File: config.mk
export PLATFORM = sky130hd
export DESIGN_NAME = nanov_regfile_serial
export DESIGN_NICKNAME = d
export VERILOG_FILES = /design/src/rtl/nanov_regfile_serial.sv
export SDC_FILE = /design/constraint.sdc
export NUM_CORES = 1
export LEC_CHECK = 0
export CAP_MARGIN = 10
export CORE_ASPECT_RATIO = 1.75
export CORE_MARGIN = 4
export CORE_UTILIZATION = 46
export CTS_BUF_LIST = sky130_fd_sc_hd__clkbuf_8
export CTS_CLUSTER_SIZE = 20
export DETAILED_ROUTE_END_ITERATION = 16
export SYNTH_ARGS = -nofsm -noshare
export SYNTH_HDL_FRONTEND = slang
export SYNTH_SLANG_ARGS = --single-unit
File: constraint.sdc
create_clock -name clk -period 1.8 [get_ports clk]
set_clock_uncertainty 0.15 [all_clocks]
set_input_delay 0.18 -clock clk [delete_from_list [all_inputs] [get_ports clk]]
set_output_delay 0.18 -clock clk [all_outputs]
set_load 0.02 [all_outputs]
File: src/rtl/nanov_regfile_serial.sv
// nanoV bit-serial register file: B bits/clock, 16 or 32 entries, realign FSM.
// Optional same-cycle forwarding of data_rd: define NANOV_REGFILE_BYPASS_EN.
module nanov_regfile_serial #(
  parameter int XLEN     = 32,
  parameter int B        = 1,
  parameter int NUM_REGS = 16,
  localparam int S  = XLEN / B,
  localparam int PW = (S > 1) ? $clog2(S) : 1,
  localparam int RW = $clog2(NUM_REGS)
) (
  input  logic          clk,
  input  logic          rstn,
  input  logic          shift_en,
  input  logic          wr_en,
  input  logic [RW-1:0] rs1,
  input  logic [RW-1:0] rs2,
  input  logic [RW-1:0] rd,
  input  logic [B-1:0]  data_rd,
  output logic [B-1:0]  data_rs1,
  output logic [B-1:0]  data_rs2,
  input  logic          align_req,
  output logic          busy,
  output logic          aligned,
  output logic [PW-1:0] pos,
  output logic          word_start,
  output logic          word_end
);

  typedef enum logic {
    RUN,
    ALIGN
  } state_t;

  state_t state_q, state_d;

  logic [PW-1:0]   pos_q;
  logic            aligned_q;
  logic            aligned_d;
  logic            shift;
  logic            wr_act;
  logic            last_slice;
  logic [B-1:0]    st_rs1;
  logic [B-1:0]    st_rs2;
  logic [XLEN-1:0] regs_q [1:NUM_REGS-1];

  assign last_slice = (pos_q == PW'(S - 1));

  // An align request in RUN takes the cycle: no shift, no write.
  always_comb begin
    state_d   = state_q;
    shift     = 1'b0;
    aligned_d = 1'b0;
    unique case (state_q)
      RUN: begin
        if (align_req) begin
          if (pos_q == '0) begin
            aligned_d = 1'b1;
          end else begin
            state_d = ALIGN;
          end
        end else begin
          shift = shift_en;
        end
      end
      ALIGN: begin
        shift = 1'b1;
        if (last_slice) begin
          state_d   = RUN;
          aligned_d = 1'b1;
        end
      end
      default: state_d = RUN;
    endcase
  end

  assign wr_act = (state_q == RUN) && shift && wr_en && (rd != '0);

  always_ff @(posedge clk or negedge rstn) begin
    if (!rstn) begin
      state_q   <= RUN;
      pos_q     <= '0;
      aligned_q <= 1'b0;
    end else begin
      state_q   <= state_d;
      aligned_q <= aligned_d;
      if (shift) begin
        pos_q <= last_slice ? '0 : pos_q + PW'(1);
      end
    end
  end

  always_ff @(posedge clk or negedge rstn) begin
    if (!rstn) begin
      for (int i = 1; i < NUM_REGS; i++) begin
        regs_q[i] <= '0;
      end
    end else if (shift) begin
      for (int i = 1; i < NUM_REGS; i++) begin
        regs_q[i] <= {(wr_act && rd == RW'(i)) ? data_rd
                                               : regs_q[i][B-1:0],
                      regs_q[i][XLEN-1:B]};
      end
    end
  end

  always_comb begin
    st_rs1 = '0;
    st_rs2 = '0;
    for (int i = 1; i < NUM_REGS; i++) begin
      if (rs1 == RW'(i)) st_rs1 = regs_q[i][B-1:0];
      if (rs2 == RW'(i)) st_rs2 = regs_q[i][B-1:0];
    end
  end

`ifdef NANOV_REGFILE_BYPASS_EN
  assign data_rs1 = (wr_act && rs1 == rd) ? data_rd : st_rs1;
  assign data_rs2 = (wr_act && rs2 == rd) ? data_rd : st_rs2;
`else
  assign data_rs1 = st_rs1;
  assign data_rs2 = st_rs2;
`endif

  assign busy       = (state_q == ALIGN);
  assign aligned    = aligned_q;
  assign pos        = pos_q;
  assign word_start = (pos_q == '0);
  assign word_end   = last_slice;

endmodule

Yosys cells after proc, flatten, opt, wreduce, memory -nomap -nowiden:

Index checks and enable logic that the tools add are counted.

* flip-flop bits (word level): 487
* bits of input ports: 18
* output and inout bits: 11
* word-level logic and storage cells: 142

* add/sub/neg operators: 1
* eq/ne operators: 46
* multiplexer cells: 56
* bitwise logic cells: 1
* reduce and logical (&&, ||, !) cells: 20

Operators by type and width (number)
* $eq A4 B4 Y1 const B: 24
* $mux W1: 52
* $eq A4 B3 Y1 const B: 12
* $eq A4 B2 Y1 const B: 6
* $logic_and A1 B1 Y1: 18
* $eq A4 B1 Y1 const B: 3
* $pmux W1 S2: 3
* $add A5 B1 Y5 const B: 1
* $eq A5 B5 Y1 const B: 1
* $logic_not A5 Y1: 1
* $mux W5: 1
* $reduce_bool A4 Y1: 1
* $not A1 Y1: 1

Longest topological paths before layout:

Gate-level depths: netlist (run 1).

* word-level depth: 16
* depth in mapped cells: 6

Worst setup path after synthesis (run 1):

OpenSTA, ideal clock, no wires.

* kind: register to register
* start point: reg pos_q[0] (netlist: pos[0])
* end point: reg aligned_q (netlist: aligned)
* library setup time: 0.084 ns
* arrival: 1.809 ns
* required time: 1.566 ns
* slack: -0.243 ns
* cell stages (with the launch flop): 6
* buffers on the path: 0
* clock period less this slack: 2.043 ns
* cells stage by stage: dfrtp_1 -> inv_1 -> ha_1 -> nor4b_1 -> nand2_1 -> o21ai_0

* word-level cells in the longest chain between the ends: 4
* elaborated cells between the ends (all ways): 6
* those cells by class: eq/ne (1); mux (4); reduce/logical (1)

RTL lines
* start: declaration: RTL line 36 `logic [PW-1:0] pos_q;`
* start signal: assignment: RTL line 87 `pos_q <= last_slice ? '0 : pos_q + PW'(1);`
* $logic_not A5 Y1
* via word_start: RTL line 25 `output logic word_start,`
* $mux W1: RTL line 56 `if (pos_q == '0) begin`
* $mux W1: RTL line 55 `if (align_req) begin`
* $pmux W1 S2: RTL line 53 `unique case (state_q)`
* via aligned_d: RTL line 38 `logic aligned_d;`
* end signal: assignment: RTL line 85 `aligned_q <= aligned_d;`
* end: declaration: RTL line 37 `logic aligned_q;`

The timed path passes the listed nets, and every way through them passes these cells.
A chain may end at the register's enable or synchronous reset.

Worst setup path after layout (run 1):

* start point: reg regs_q[128] in the netlist's numbering
* end point: out data_rs2

* word-level cells in the longest chain between the ends: 5

RTL lines
* start: declaration: RTL line 44 `logic [XLEN-1:0] regs_q [1:NUM_REGS-1];`
* start signal: indexed assignment: RTL line 99 `regs_q[i] <= {(wr_act && rd == RW'(i)) ? data_rd`
* $mux W1 (5 in series): RTL line 111 `if (rs2 == RW'(i)) st_rs2 = regs_q[i][B-1:0];`
* end: declaration: RTL line 20 `output logic [B-1:0] data_rs2,`

No other way between the ends.

==> reports/metrics.csv, run 1 <==
metric,value,unit
outcome,finished with violations,
violations,negative setup slack,
synth_area_leaders,"dfrtp_1, mux2_2, buf_6, mux2i_1, nand2_1",
syn_nets,1161,
final_area,23000,um2
die_h,276,um
min_path_cells,3,
synth-simple-area-share,0.0155,
finalCriticalPeriod,2500,ps
irDropWorstVdd,0.000545,V
clock_sinks,487,
netlist_instances,1140,
drt-initial-drc-count,433,
fin_util,0.571,
clockRootBuffer,clkbuf_8,
synth_compound_area_frac,0.00981,
syn_area,18900,um2
setup.worst_path.start_class,flip-flop,
vias,9448,
grt_first_pass_wirelength,49900,um
io_pins,29,
worst-path-max-fanout,3,
synthArstFlopShare,1.00,
holdCritPathClass,in -> reg,
crit_path_max_incr_delay,500,ps
grt_pass1_vias,9965,
syn_avg_cell_area,16.6,um2
hold_viol_final,0,
cap_violations,0,
crit_start,regs_q[128]$_DFFE_PN0P_,
clockBufferDepth,3,
criticalPathCategory,reg -> out,
cts_tree,built,
grt_max_degree,76,
rsz0062_at_grt,yes,
cp.arrival,2170,ps
synthMuxAreaShare,0.296,
reg2reg_slack,-100,ps
grt_antenna_before_repair,3,
die_w,161,um
dp_slack,-949,ps
wl_per_cell,17.6,um
clk_latency,600,ps
endpoint_kind,primary output,
portBuffers,28,
yosysWarnings,0,
cp_common_cell,mux4_2,
yosysSeqAreaShare,0.646,
ys.flop_type,dfrtp_1,
crit_chain,mux4_2 > mux4_2 > buf_6,
cp-endpoint,data_rs2,
slowest_stage,mux4_2,
placed_area,20100,um2
core-area,40300,um2
grt_util_all_layers,0.137,
areaGrowthSynthToFinish,22.0,%
synth-xor-area-share,0,
numCtsBuffers,71,
fin_tns_setup,-8180,ps
cts.clk_slew.worst_paths,60,ps
post-route-period-util,1.39,
rr_endpoint,regs_q[416]$_DFFE_PN0P_,
start_util,0.468,
ff2ff_path_depth,6,
yosysMostFrequentCell,dfrtp_1,
row_count,97,
postRouteAntennaNets,0,
die-area,44500,um2
relSlewSlack,0.734,
synth_top_family_by_area,multiplexers,
dpl.hpwl,18100,um
fmax,0.399,GHz
via_per_inst,4.99,
synth_top_area_frac,0.646,
rr_startpoint,busy$_DFF_PN0_,
wl,33300,um
worst_pin_slew,399,ps
nets,1320,
htreeDepth,3,
ys_ff_latch,487,
hold_ws,55.7,ps
setup_violations,209,
synth_fa_ha_area_frac,0.00199,
required,1470,ps
route.detailed.drc,0,
synth_edf_count,0,
drt-pass1-iter-count,4,
yosysTopAreaCell,dfrtp_1,
fin_ws,-703,ps
p_leak,0.0116,uW
final_layout_size_suffix_gt1_frac,0.534,
yosysUniqueCellTypes,31,
place.gp.congestion,0.757,
ys_top_cells_by_count,"dfrtp_1, mux2_2, buf_6, nand2_1, o21ai_0",
slew_viol_final,0,
p_per_area,1070,nW/um2
grt-ovfl-total,0,
==> metal layers <==
layer / part of all wire / GRT usage / wire length [um] / up-vias
met3: 0.034 / 0.0320 / 1150 / 49
li1: - / - / - / 4345
met5: 0 / 0 / 0 / -
met1: 0.42 / 0.167 / 14000 / 4930
met2: 0.52 / 0.233 / 17400 / 124
met4: 0.023 / 0.0629 / 782 / 0
==> kinds of logic after synthesis <==
| kind of cell | Yosys count |
|---|---|
| DFF | 487 |
| buffers and inverters | 65 |
| AOI/OAI and AO/OA | 33 |
| adders and majority gates | 3 |
| and+or+nand+nor | 60 |
| muxes | 492 |
==> how the worst min path moves through the flow <==
stage                                   to      start
finish                   aligned$_DFF_PN0_  align_req
global route             aligned$_DFF_PN0_  align_req
CTS                      aligned$_DFF_PN0_  align_req
detailed placement  regs_q[78]$_DFFE_PN0P_       rstn
global placement    regs_q[79]$_DFFE_PN0P_       rstn
floorplan                aligned$_DFF_PN0_       rstn
==> what timing repair did <==
| action | CTS | global route |
|---|---|---|
| pin swaps | 3 | 5 |
| gates resized for setup | 59 | 237 |
| setup buffers | 0 | 17 |
| setup endpoints to repair | 12 | 303 |
| gates cloned | 0 | 22 |
| hold endpoints to repair | 487 | 0 |
| hold buffers | 2 | 0 |
==> sequential cells by signal, summed over array words and instances, names as in the netlist <==
name     flops
pos          5
aligned      1
busy         1
regs_q     480
==> report_power, final <==
part           internal, uW  leakage, uW  total, uW  switching (uW)
sequential            11100      0.00679      11200             124
combinational          2500      0.00400       4800            2300
clock                  4570     0.000798       8580            4010
total                 18200       0.0116      24600            6440
==> worst max-delay path, delay by kind of cell, from the launching register on <==
kind	cells	cell delay (ps)
DFF	1	440
buffers and inverters	1	160
muxes	2	970
==> through the flow <==
stage	total power (uW)	std cells
finish	24600	1893
global route	25800	1891
CTS	23500	1852
detailed placement	14700	1730
global placement	14700	1730
floorplan	13900	1140
==> area by class of cell <==
cell class	instances	area [um2]
Clock inverter	28	124
Multi-Input combinational cell	588	6800
Timing Repair Buffer	144	1930
Antenna cell	3	7.51
Sequential cell	487	12200
Clock buffer	92	1270
Inverter	7	26.3
Tap cell	544	681
Fill cell	3217	17300
==> placed cells by master (no fill, tap or decap), drive strengths merged, types with 2 or more instances in the layout <==
cell           instances
ha                     3
buf                  112
clkinv                 4
clkdlybuf4s50         16
nand3                  6
diode                  3
mux4                   5
mux2                 469
clkbuf               105
dfrtp                487
inv                   30
nand2b                 4
nor2                   4
a21oi                  4
mux2i                 18
nor2b                  2
nor3                   5
nand2                 34
o21ai                 23
Note: power is estimated with default switching activity, not from simulation.
==> inputs of run 2 (changes only) <==
GPL_ROUTABILITY_DRIVEN = 0   (was unset)
==> results of run 2 <==
Same layout as run 1: the final DEF is identical, and so are final timing and power.
